==> src/rtl/lamp_pkg.sv <==
// lamp_pkg: shared constants and shifter state encoding for the LED lamp datapath
package lamp_pkg;
   localparam int c_board_channels = 32;
   localparam int c_def_bpc = 12;
   localparam int c_def_max_time = 480;
   typedef enum logic [2:0] {IDLE, FETCH, SHIFT, LATCH, HOLD} t_shift_state;
endpackage

==> src/rtl/bit_serializer.sv <==
// bit_serializer: shifts one word MSB-first with c_clkdiv-cycle serial-clock phases
module bit_serializer
   import lamp_pkg::*;
#(
   parameter int c_bpc = c_def_bpc,
   parameter int c_clkdiv = 2
)(
   input  logic             i_clk,
   input  logic             i_rstn,
   input  logic             i_load,
   input  logic [c_bpc-1:0] i_data,
   output logic             o_sclk,
   output logic             o_sdata,
   output logic             o_done
);
   localparam int c_bit_w = $clog2(c_bpc);
   localparam int c_div_w = $clog2(c_clkdiv + 1);
   logic [c_bpc-2:0] sreg;
   logic [c_bit_w-1:0] bit_cnt;
   logic [c_div_w-1:0] div_cnt;
   logic active;
   assign o_done = active && o_sclk && div_cnt == '0 && bit_cnt == '0;
   always_ff @(posedge i_clk or negedge i_rstn) begin
      if (!i_rstn) begin
         sreg <= '0;
         bit_cnt <= '0;
         div_cnt <= '0;
         active <= 1'b0;
         o_sclk <= 1'b0;
         o_sdata <= 1'b0;
      end else if (i_load) begin
         sreg <= i_data[c_bpc-2:0];
         o_sdata <= i_data[c_bpc-1];
         bit_cnt <= c_bit_w'(c_bpc - 1);
         div_cnt <= c_div_w'(c_clkdiv - 1);
         o_sclk <= 1'b0;
         active <= 1'b1;
      end else if (active) begin
         if (div_cnt != '0) begin
            div_cnt <= div_cnt - 1'b1;
         end else begin
            div_cnt <= c_div_w'(c_clkdiv - 1);
            o_sclk <= ~o_sclk;
            // next bit is presented on the same edge that drops the serial clock
            if (o_sclk) begin
               if (bit_cnt == '0) begin
                  active <= 1'b0;
                  o_sdata <= 1'b0;
               end else begin
                  bit_cnt <= bit_cnt - 1'b1;
                  o_sdata <= sreg[c_bpc-2];
                  sreg <= sreg << 1;
               end
            end
         end
      end
   end
endmodule

==> src/rtl/framebuffer_shifter.sv <==
// framebuffer_shifter: scans the framebuffer top-down, serialises every channel, latches and holds
module framebuffer_shifter
   import lamp_pkg::*;
#(
   parameter int c_ledboards = 30,
   parameter int c_channels = c_ledboards * c_board_channels,
   parameter int c_addr_w = $clog2(c_channels),
   parameter int c_bpc = c_def_bpc,
   parameter int c_max_time = c_def_max_time,
   parameter int c_time_w = $clog2(c_max_time),
   parameter int c_clkdiv = 2,
   parameter int c_tick = 1000
)(
   input  logic                i_clk,
   input  logic                i_rstn,
   input  logic                i_en,
   output logic [c_addr_w-1:0] o_raddr,
   input  logic [c_bpc-1:0]    i_rdata,
   input  logic [c_time_w-1:0] i_time,
   output logic                o_sclk,
   output logic                o_sdata,
   output logic                o_latch,
   output logic                o_busy,
   output logic                o_frame_done
);
   localparam int c_hold_w = $clog2(c_max_time * c_tick);
   localparam int c_lat_w = $clog2(c_clkdiv + 1);
   localparam logic [c_addr_w-1:0] c_top_addr = c_addr_w'(c_channels - 1);
   t_shift_state state;
   logic f_ph;
   logic ser_done;
   logic lat_first;
   logic [c_lat_w-1:0] lat_cnt;
   logic [c_time_w-1:0] time_sat;
   logic [c_hold_w-1:0] hold_cnt, hold_val, hold_nxt;
   bit_serializer #(.c_bpc(c_bpc), .c_clkdiv(c_clkdiv)) u_ser (
      .i_clk  (i_clk),
      .i_rstn (i_rstn),
      .i_load (state == FETCH && f_ph),
      .i_data (i_rdata),
      .o_sclk (o_sclk),
      .o_sdata(o_sdata),
      .o_done (ser_done)
   );
   always_comb begin
      time_sat = ({1'b0, i_time} >= (c_time_w + 1)'(c_max_time)) ? c_time_w'(c_max_time - 1) : i_time;
      hold_val = c_hold_w'(time_sat) * c_hold_w'(c_tick);
      lat_first = lat_cnt == c_lat_w'(c_clkdiv - 1);
      hold_nxt = (state == LATCH && lat_first) ? hold_val : hold_cnt;
   end
   always_ff @(posedge i_clk or negedge i_rstn) begin
      if (!i_rstn) begin
         state <= IDLE;
         f_ph <= 1'b0;
         lat_cnt <= '0;
         hold_cnt <= '0;
         o_raddr <= c_top_addr;
         o_latch <= 1'b0;
         o_busy <= 1'b0;
         o_frame_done <= 1'b0;
      end else begin
         case (state)
            IDLE: if (i_en) begin
               state <= FETCH;
               o_busy <= 1'b1;
            end
            FETCH: begin
               f_ph <= ~f_ph;
               if (f_ph) state <= SHIFT;
            end
            SHIFT: if (ser_done) begin
               if (o_raddr != '0) begin
                  o_raddr <= o_raddr - 1'b1;
                  state <= FETCH;
               end else begin
                  state <= LATCH;
                  o_latch <= 1'b1;
                  lat_cnt <= c_lat_w'(c_clkdiv - 1);
               end
            end
            LATCH: begin
               hold_cnt <= hold_nxt;
               if (lat_cnt == '0) begin
                  o_latch <= 1'b0;
                  o_frame_done <= hold_nxt == '0;
                  state <= HOLD;
               end else begin
                  lat_cnt <= lat_cnt - 1'b1;
               end
            end
            HOLD: if (hold_cnt == '0) begin
               // the last HOLD cycle doubles as the frame_done slot
               o_frame_done <= 1'b0;
               o_raddr <= c_top_addr;
               o_busy <= i_en;
               state <= i_en ? FETCH : IDLE;
            end else begin
               hold_cnt <= hold_cnt - 1'b1;
               o_frame_done <= hold_cnt == c_hold_w'(1);
            end
            default: state <= IDLE;
         endcase
      end
   end
endmodule

==> config.mk <==
export PLATFORM = sky130hd
export DESIGN_NAME = framebuffer_shifter
export DESIGN_NICKNAME = d
export VERILOG_FILES = /design/src/rtl/lamp_pkg.sv /design/src/rtl/bit_serializer.sv /design/src/rtl/framebuffer_shifter.sv
export SDC_FILE = /design/constraint.sdc
export NUM_CORES = 1
export LEC_CHECK = 0
export ABC_AREA = 0
export BUFFER_PORTS_ARGS = -buffer_cell sky130_fd_sc_hd__clkbuf_2
export CAP_MARGIN = 20
export CORE_ASPECT_RATIO = 0.8
export CORE_UTILIZATION = 60
export DETAILED_ROUTE_END_ITERATION = 6
export PLACE_DENSITY = 0.77
export SLEW_MARGIN = 40
export SYNTH_ARGS = -nofsm -noshare
export SYNTH_HDL_FRONTEND = slang
export SYNTH_HIERARCHICAL = 1
export SYNTH_SLANG_ARGS = --single-unit
==> constraint.sdc <==
create_clock -name i_clk -period 6.44 [get_ports i_clk]
set_input_delay 0.644 -clock i_clk [delete_from_list [all_inputs] [get_ports i_clk]]
set_output_delay 0.644 -clock i_clk [all_outputs]
set_load 0.005 [all_outputs]
==> results of run 1 <==
-- cell families (layout without fill, tap and decap cells) --
logic type / count (synthesis) / in the layout / share of synthesized area (%)
and+or+nand+nor: 196 / 196 / 21.24
AOI/OAI and AO/OA: 156 / 156 / 19.08
buffers and inverters: 77 / 113 / 6.161
adders and majority gates: 71 / 71 / 21.07
DFF: 58 / 58 / 29.04
xor gates and xnor gates: 15 / 15 / 2.609
muxes: 4 / 4 / 0.7951
-- power breakdown --
| part | total, uW | switching, uW | leakage, uW | internal, uW |
|---|---|---|---|---|
| clock | 384 | 164 | 0.000106 | 220 |
| combinational | 1380 | 813 | 0.00174 | 566 |
| sequential | 656 | 158 | 0.000676 | 497 |
-- metrics by stage --
step	worst slack [ns]	cell area (um2)	power (uW)	util (%)	instances
after global placement	0.3428	5284	1944	65.89	704
final	0.4210	5542	2418	69.11	721
after detailed placement	0.09956	5290	2003	65.97	704
after global routing	0.1617	5542	2639	69.11	721
after CTS	0.4464	5515	2398	68.78	720
after floorplan	0.7715	5036	1686	-	577
-- metal layers --
metal | track usage, % | wire length, um | vias to the layer above | share of wire, %
met5 | 0 | 0 | - | 0
met4 | 5.714 | 107 | 0 | 0.90
met3 | 6.479 | 860 | 15 | 7.2
met2 | 42.14 | 5232 | 155 | 44
met1 | 43.52 | 5697 | 2118 | 48
li1 | - | - | 2140 | -
-- Yosys cell counts (7+ instances only) --
library cell,count
o21ai_0,53
fa_1,23
nand2b_1,8
ha_1,48
clkbuf_1,15
o22ai_1,9
a211oi_1,7
a31oi_1,12
xnor2_1,7
nor2_1,36
dfrtp_1,49
dfstp_2,9
nand3_1,21
inv_1,53
nand2_1,38
xor2_1,8
nor3_1,33
a21oi_1,37
-- layout by cell type, fill, tap and decap left out, types with 3 or more instances in the layout --
| cell | synthesis | final |
|---|---|---|
| mux2i_1 | 4 | 4 |
| nand2_1 | 38 | 38 |
| nor2b_1 | 3 | 3 |
| a21o_1 | 5 | 5 |
| inv_1 | 53 | 53 |
| nand4b_1 | 4 | 4 |
| and2_1 | 3 | 3 |
| nand2b_1 | 8 | 8 |
| nand3_1 | 21 | 21 |
| buf_4 | 0 | 4 |
| and3_1 | 5 | 5 |
| xor2_1 | 8 | 8 |
| a31oi_1 | 12 | 12 |
| xnor2_1 | 7 | 7 |
| o21ai_0 | 53 | 53 |
| o22ai_1 | 9 | 9 |
| fa_1 | 23 | 23 |
| or4_1 | 6 | 6 |
| o31ai_1 | 6 | 6 |
| dfstp_2 | 9 | 9 |
| nor2_1 | 36 | 36 |
| nor3_1 | 33 | 33 |
| dfrtp_1 | 49 | 49 |
| clkbuf_8 | 0 | 9 |
| clkbuf_2 | 0 | 38 |
| nand4_1 | 4 | 4 |
| a21oi_1 | 37 | 37 |
| a211oi_1 | 7 | 7 |
| ha_1 | 48 | 48 |
| o31a_1 | 4 | 4 |
| or3_1 | 6 | 6 |
| nand3b_1 | 5 | 5 |
| nor4_1 | 5 | 4 |
-- flip-flops by register name (all words and copies together), names as in the netlist --
register / count
o_latch: 1
o_busy: 1
lat_cnt: 2
u_ser/sreg: 11
u_ser/bit_cnt: 4
u_ser/active: 1
state: 3
u_ser/div_cnt: 2
u_ser/o_sdata: 1
o_raddr: 10
o_frame_done: 1
u_ser/o_sclk: 1
hold_cnt: 19
f_ph: 1
-- cell type report --
cell class	instances	area, um2	area share (%)
Inverter	54	202.7	3.658
Clock inverter	7	101.3	1.829
Timing Repair Buffer	43	240.2	4.335
Tap cell	108	135.1	2.438
Clock buffer	9	123.9	2.235
Sequential cell	58	1463	26.39
Multi-Input combinational cell	442	3276	59.11
-- final timing paths --
check,from,to,slack (ns)
worst max-delay path,i_time[8],o_frame_done,0.42
worst min-delay path,i_rstn,u_ser/sreg[10],0.26
min in group i_clk,lat_cnt[1],lat_cnt[1],0.50
worst min register to register,lat_cnt[1],lat_cnt[1],0.50
worst max register to register,lat_cnt[0],o_frame_done,3.32
max in group asynchronous,i_rstn,o_raddr[3],5.61
==> impl_metrics.env, run 1 <==
export IMPL_num_rows=29
export IMPL_hold_class="in -> async"
export IMPL_fmax_mhz=166.1
export IMPL_peakVddDrop_mv=0.2315
export IMPL_r2r_cells=8
export IMPL_finalHoldViolations=0
export IMPL_grt_pass1_vias=4132
export IMPL_gp_routability_congestion=0.8920
export IMPL_n_fill_cell=657
export IMPL_critPathRequiredTime_ns=6.69
export IMPL_slew_violations=0
export IMPL_ys_types=70
export IMPL_area_growth_pct=10.04
export IMPL_max_cap_violations=0
export IMPL_cts_buffer_depth=2
export IMPL_slowest_delay_ns=0.55
export IMPL_worst_pin_slew_ns=0.7549
export IMPL_via_per_inst=6.141
export IMPL_start_kind="input pin"
export IMPL_wl_mm=11.90
export IMPL_firstDrtPassIters=4
export IMPL_post_cts_buffers=0
export IMPL_drive_gt1_share_pct=13.38
export IMPL_ys_async_sr_fraction_pct=100.0
export IMPL_finalCriticalPeriod_ns=6.019
export IMPL_die_y_um=83.95
export IMPL_grt_max_degree=59
export IMPL_path_clk_slew_ns=0.08
export IMPL_clockRootBuffer="clkbuf_8"
export IMPL_path_delay_family="adder cells"
export IMPL_cts_tree="done"
export IMPL_finalClockSkew_ns=0.01284
export IMPL_drtAntennaViolNets=0
export IMPL_cp_depth=19
export IMPL_crit_path_top_delay_cell="fa_1"
export IMPL_syn_area_per_cell_um2=8.728
export IMPL_gr_total_overflow=0
export IMPL_tns_ns=0
export IMPL_drc=0
export IMPL_fin_crit_sh_pct=93.46
export IMPL_antenna_found_initial=0
export IMPL_critPathKind="in -> reg"
export IMPL_dieArea_um2=8766
export IMPL_rsz0062_at_grt="no"
export IMPL_die_x_um=104.4
export IMPL_hold_ws_ns=0.2558
export IMPL_dp_hpwl_mm=8.867
export IMPL_end_kind="register"
export IMPL_numCtsBuffers=9
export IMPL_vias=4428
export IMPL_final_nets=703
export IMPL_drt_iter0_markers=290
export IMPL_synth_top_cell_by_area="dfrtp_1"
export IMPL_ys_seq_elements=58
export IMPL_post_synth_top_area_fraction_pct=24.35
export IMPL_synth_edff_count=0
export IMPL_synth_cell_area_um2=5036
export IMPL_cts_resized=0
export IMPL_synthesis_nets=672
export IMPL_synthCells=577
export IMPL_netlist_top_cells_area="dfrtp_1 24%, ha_1 12%, fa_1 9.1%"
export IMPL_yosysSeqAreaShare_pct=29.04
export IMPL_htree_levels=3
export IMPL_cp_max_fo=8
export IMPL_start_util_pct=62.80
export IMPL_grt_total_usage_pct=28.80
export IMPL_synth_top_flop_cell="dfrtp_1"
export IMPL_clk_latency_ns=0.35
export IMPL_finalSetupViolCount=0
export IMPL_cts_sinks=58
export IMPL_n_antenna_cell=0
export IMPL_status="completed"
export IMPL_power_density_nw_per_um2=436.3
export IMPL_hold_buffers=0
export IMPL_yosysWarnings=6
export IMPL_coreArea_um2=8019
export IMPL_portBuffers=38
export IMPL_path_cells="clkbuf_2 -> nand4_1 -> nand2b_1 -> inv_1 -> fa_1 -> fa_1 -> inv_1 -> fa_1 -> inv_1 -> fa_1 -> inv_1 -> ha_1 -> or2_1 -> a21o_1 -> and3_2 -> or3_4 -> or4_1 -> or4_1 -> o31ai_2"
export IMPL_grt_pass1_wl_mm=20.02
export IMPL_cp_num_buf_inv=5
export IMPL_io_pins=39
export IMPL_power_leakage_uw=0.002525
export IMPL_relSlewSlack_pct=49.45
export IMPL_wl_per_cell_um=16.50
export IMPL_worst_ep_arrival_time_ns=6.27
Power figures use the tool's default switching activity.
==> inputs of run 2 (changes only) <==
- clock period: 6.44 -> 7 ns (I/O delays scaled with it)
==> run 2 against run 1 <==
Compared with the run above:
- die area unchanged
- sequential power is 8.1% lower
- flip-flop and latch count stayed put
- cell count decreased by 0.14%
- clock power fell by 11%
- first-iteration DRC count increased by 40%
- worst hold slack improved by 0.24 ns
- register-to-register slack gained 0.55 ns
- power is 8.6% lower
- count of clock-buffer cells in the layout unchanged
- critical path type unchanged
- critical endpoint unchanged
- largest power group unchanged
==> impl_metrics.env, run 2 (synthesized netlist as in run 1, its figures left out) <==
export IMPL_design_area_um2=5514
export IMPL_met3_usage_pct=5.855
export IMPL_dp_cells=704
export IMPL_finalClockSkew_ns=0.01124
export IMPL_max_cap_violations=0
export IMPL_tns_ns=0
export IMPL_antenna_found_initial=0
export IMPL_fin_crit_sh_pct=87.40
export IMPL_num_rows=29
export IMPL_finalCriticalPeriod_ns=6.118
export IMPL_portBuffers=38
export IMPL_cp_max_fo=8
export IMPL_numCtsBuffers=9
export IMPL_placed_area_um2=5290
export IMPL_gr_total_overflow=0
export IMPL_hold_buffers=0
export IMPL_firstDrtPassIters=5
export IMPL_critPathRequiredTime_ns=7.25
export IMPL_rrSetupSlack_ns=3.87
export IMPL_cts_resized=0
export IMPL_power_density_nw_per_um2=400.7
export IMPL_gp_routability_congestion=0.8920
export IMPL_slew_violations=0
export IMPL_io_pins=39
export IMPL_dp_hpwl_mm=8.820
export IMPL_fmax_mhz=163.5
export IMPL_finalHoldViolations=0
export IMPL_grt_max_degree=59
export IMPL_vias=4448
export IMPL_clk_latency_ns=0.34
export IMPL_path_clk_slew_ns=0.07
export IMPL_via_per_inst=6.178
export IMPL_die_x_um=104.4
export IMPL_cts_sinks=58
export IMPL_largest_register="hold_cnt"
export IMPL_use_met1_pct=42.83
export IMPL_use_met2_pct=41.54
export IMPL_htree_levels=3
export IMPL_worst_ep_arrival_time_ns=6.37
export IMPL_relSlewSlack_pct=49.56
export IMPL_coreArea_um2=8019
export IMPL_clockRootBuffer="clkbuf_8"
export IMPL_final_nets=702
export IMPL_wl_mm=11.75
export IMPL_grt_pass1_vias=4141
export IMPL_hold_class="in -> async"
export IMPL_start_util_pct=62.80
export IMPL_largest_register_ffs=19
export IMPL_end_kind="register"
export IMPL_r2r_cells=8
export IMPL_stdcell_count=720
export IMPL_wl_per_cell_um=16.33
export IMPL_die_y_um=83.95
export IMPL_timing_rr_end="o_frame_done"
export IMPL_multiInputGateArea_um2=3276
export IMPL_drt_iter0_markers=407
export IMPL_final_cell_mix="53 x inv_1, 53 x o21ai_0, 49 x dfrtp_1, 48 x ha_1"
export IMPL_reg2reg_from="lat_cnt[0]"
export IMPL_dieArea_um2=8766
export IMPL_drtAntennaViolNets=0
export IMPL_area_growth_pct=9.491
export IMPL_n_antenna_cell=0
export IMPL_cts_tree="done"
export IMPL_peakVddDrop_mv=0.2178
export IMPL_grt_total_usage_pct=28.33
export IMPL_regArea_um2=1463
export IMPL_status="completed"
export IMPL_power_leakage_uw=0.002515
export IMPL_post_cts_buffers=0
export IMPL_drive_gt1_share_pct=13.24
export IMPL_worst_pin_slew_ns=0.7534
export IMPL_drc=0
export IMPL_grt_pass1_wl_mm=19.82
export IMPL_grt_busiest_layer="met1"
export IMPL_cts_buffer_depth=2
export IMPL_n_fill_cell=662
export IMPL_rsz0062_at_grt="no"
export IMPL_start_kind="input pin"
export IMPL_finalSetupViolCount=0
export IMPL_top_regs="hold_cnt: 19 flops, u_ser/sreg: 11 flops, o_raddr: 10 flops"
export IMPL_critPathKind="in -> reg"
[run 2: cell count changes in the layout (fill, tap and decap cells not counted), sizes merged]
| cell | previous run | this run |
|---|---|---|
| buf | 5 | 4 |
| inv | 54 | 53 |
| clkinv | 3 | 4 |
[run 2: routing by layer]
metal	wire (um)	vias up	share of wire [%]
met2	5109	156	43
met3	779	16	6.6
met4	131	0	1.1
li1	-	2141	-
met1	5734	2135	49
met5	0	-	0
[run 2: worst max path at each step]
| stage | start | to | slack, ns |
|---|---|---|---|
| floorplan | i_time[5] | o_frame_done | 1.28 |
| global placement | i_time[6] | o_frame_done | 0.85 |
| detailed placement | i_time[8] | o_frame_done | 0.61 |
| CTS | i_time[8] | o_frame_done | 0.95 |
| global route | i_time[6] | o_frame_done | 0.66 |
| finish | i_time[8] | o_frame_done | 0.88 |
[run 2: stage by stage]
step                      hold WS (ns)  power [uW]  setup slack, ns  util (%)
after floorplan                 0.4044        1551            1.275         -
after global placement          0.4704        1789           0.8468     65.89
after detailed placement        0.4906        1840           0.6066     65.97
after CTS                       0.5060        2189           0.9478     68.68
after global routing            0.5406        2404           0.6599     68.76
final                           0.4945        2210           0.8822     68.76
[run 2: cell type report]
type                       instances  area share, %
tap                              108          2.451
clock inverter                     7          1.702
timing repair buffer              42          3.994
inverter                          54          3.676
multi-input combinational        442          59.41
clock buffer                       9          2.246
sequential                        58          26.53
[run 2: power by group]
group	internal (uW)	switching (uW)	leakage [uW]
Combinational	520	747	0.00173
Clock	199	140	0.000105
Sequential	458	145	0.000676
[run 2: worst max-delay path, stage by stage]
cell      delay (ns)
clkbuf_2        0.20
nand4_1         0.26
nand2b_1        0.26
inv_1           0.15
fa_1            0.55
fa_1            0.54
inv_1           0.06
fa_1            0.49
inv_1           0.05
fa_1            0.50
inv_1           0.04
ha_1            0.37
or2_1           0.26
a21o_1          0.20
and3_2          0.19
or3_4           0.39
or4_1           0.53
or4_1           0.42
o31ai_2         0.18
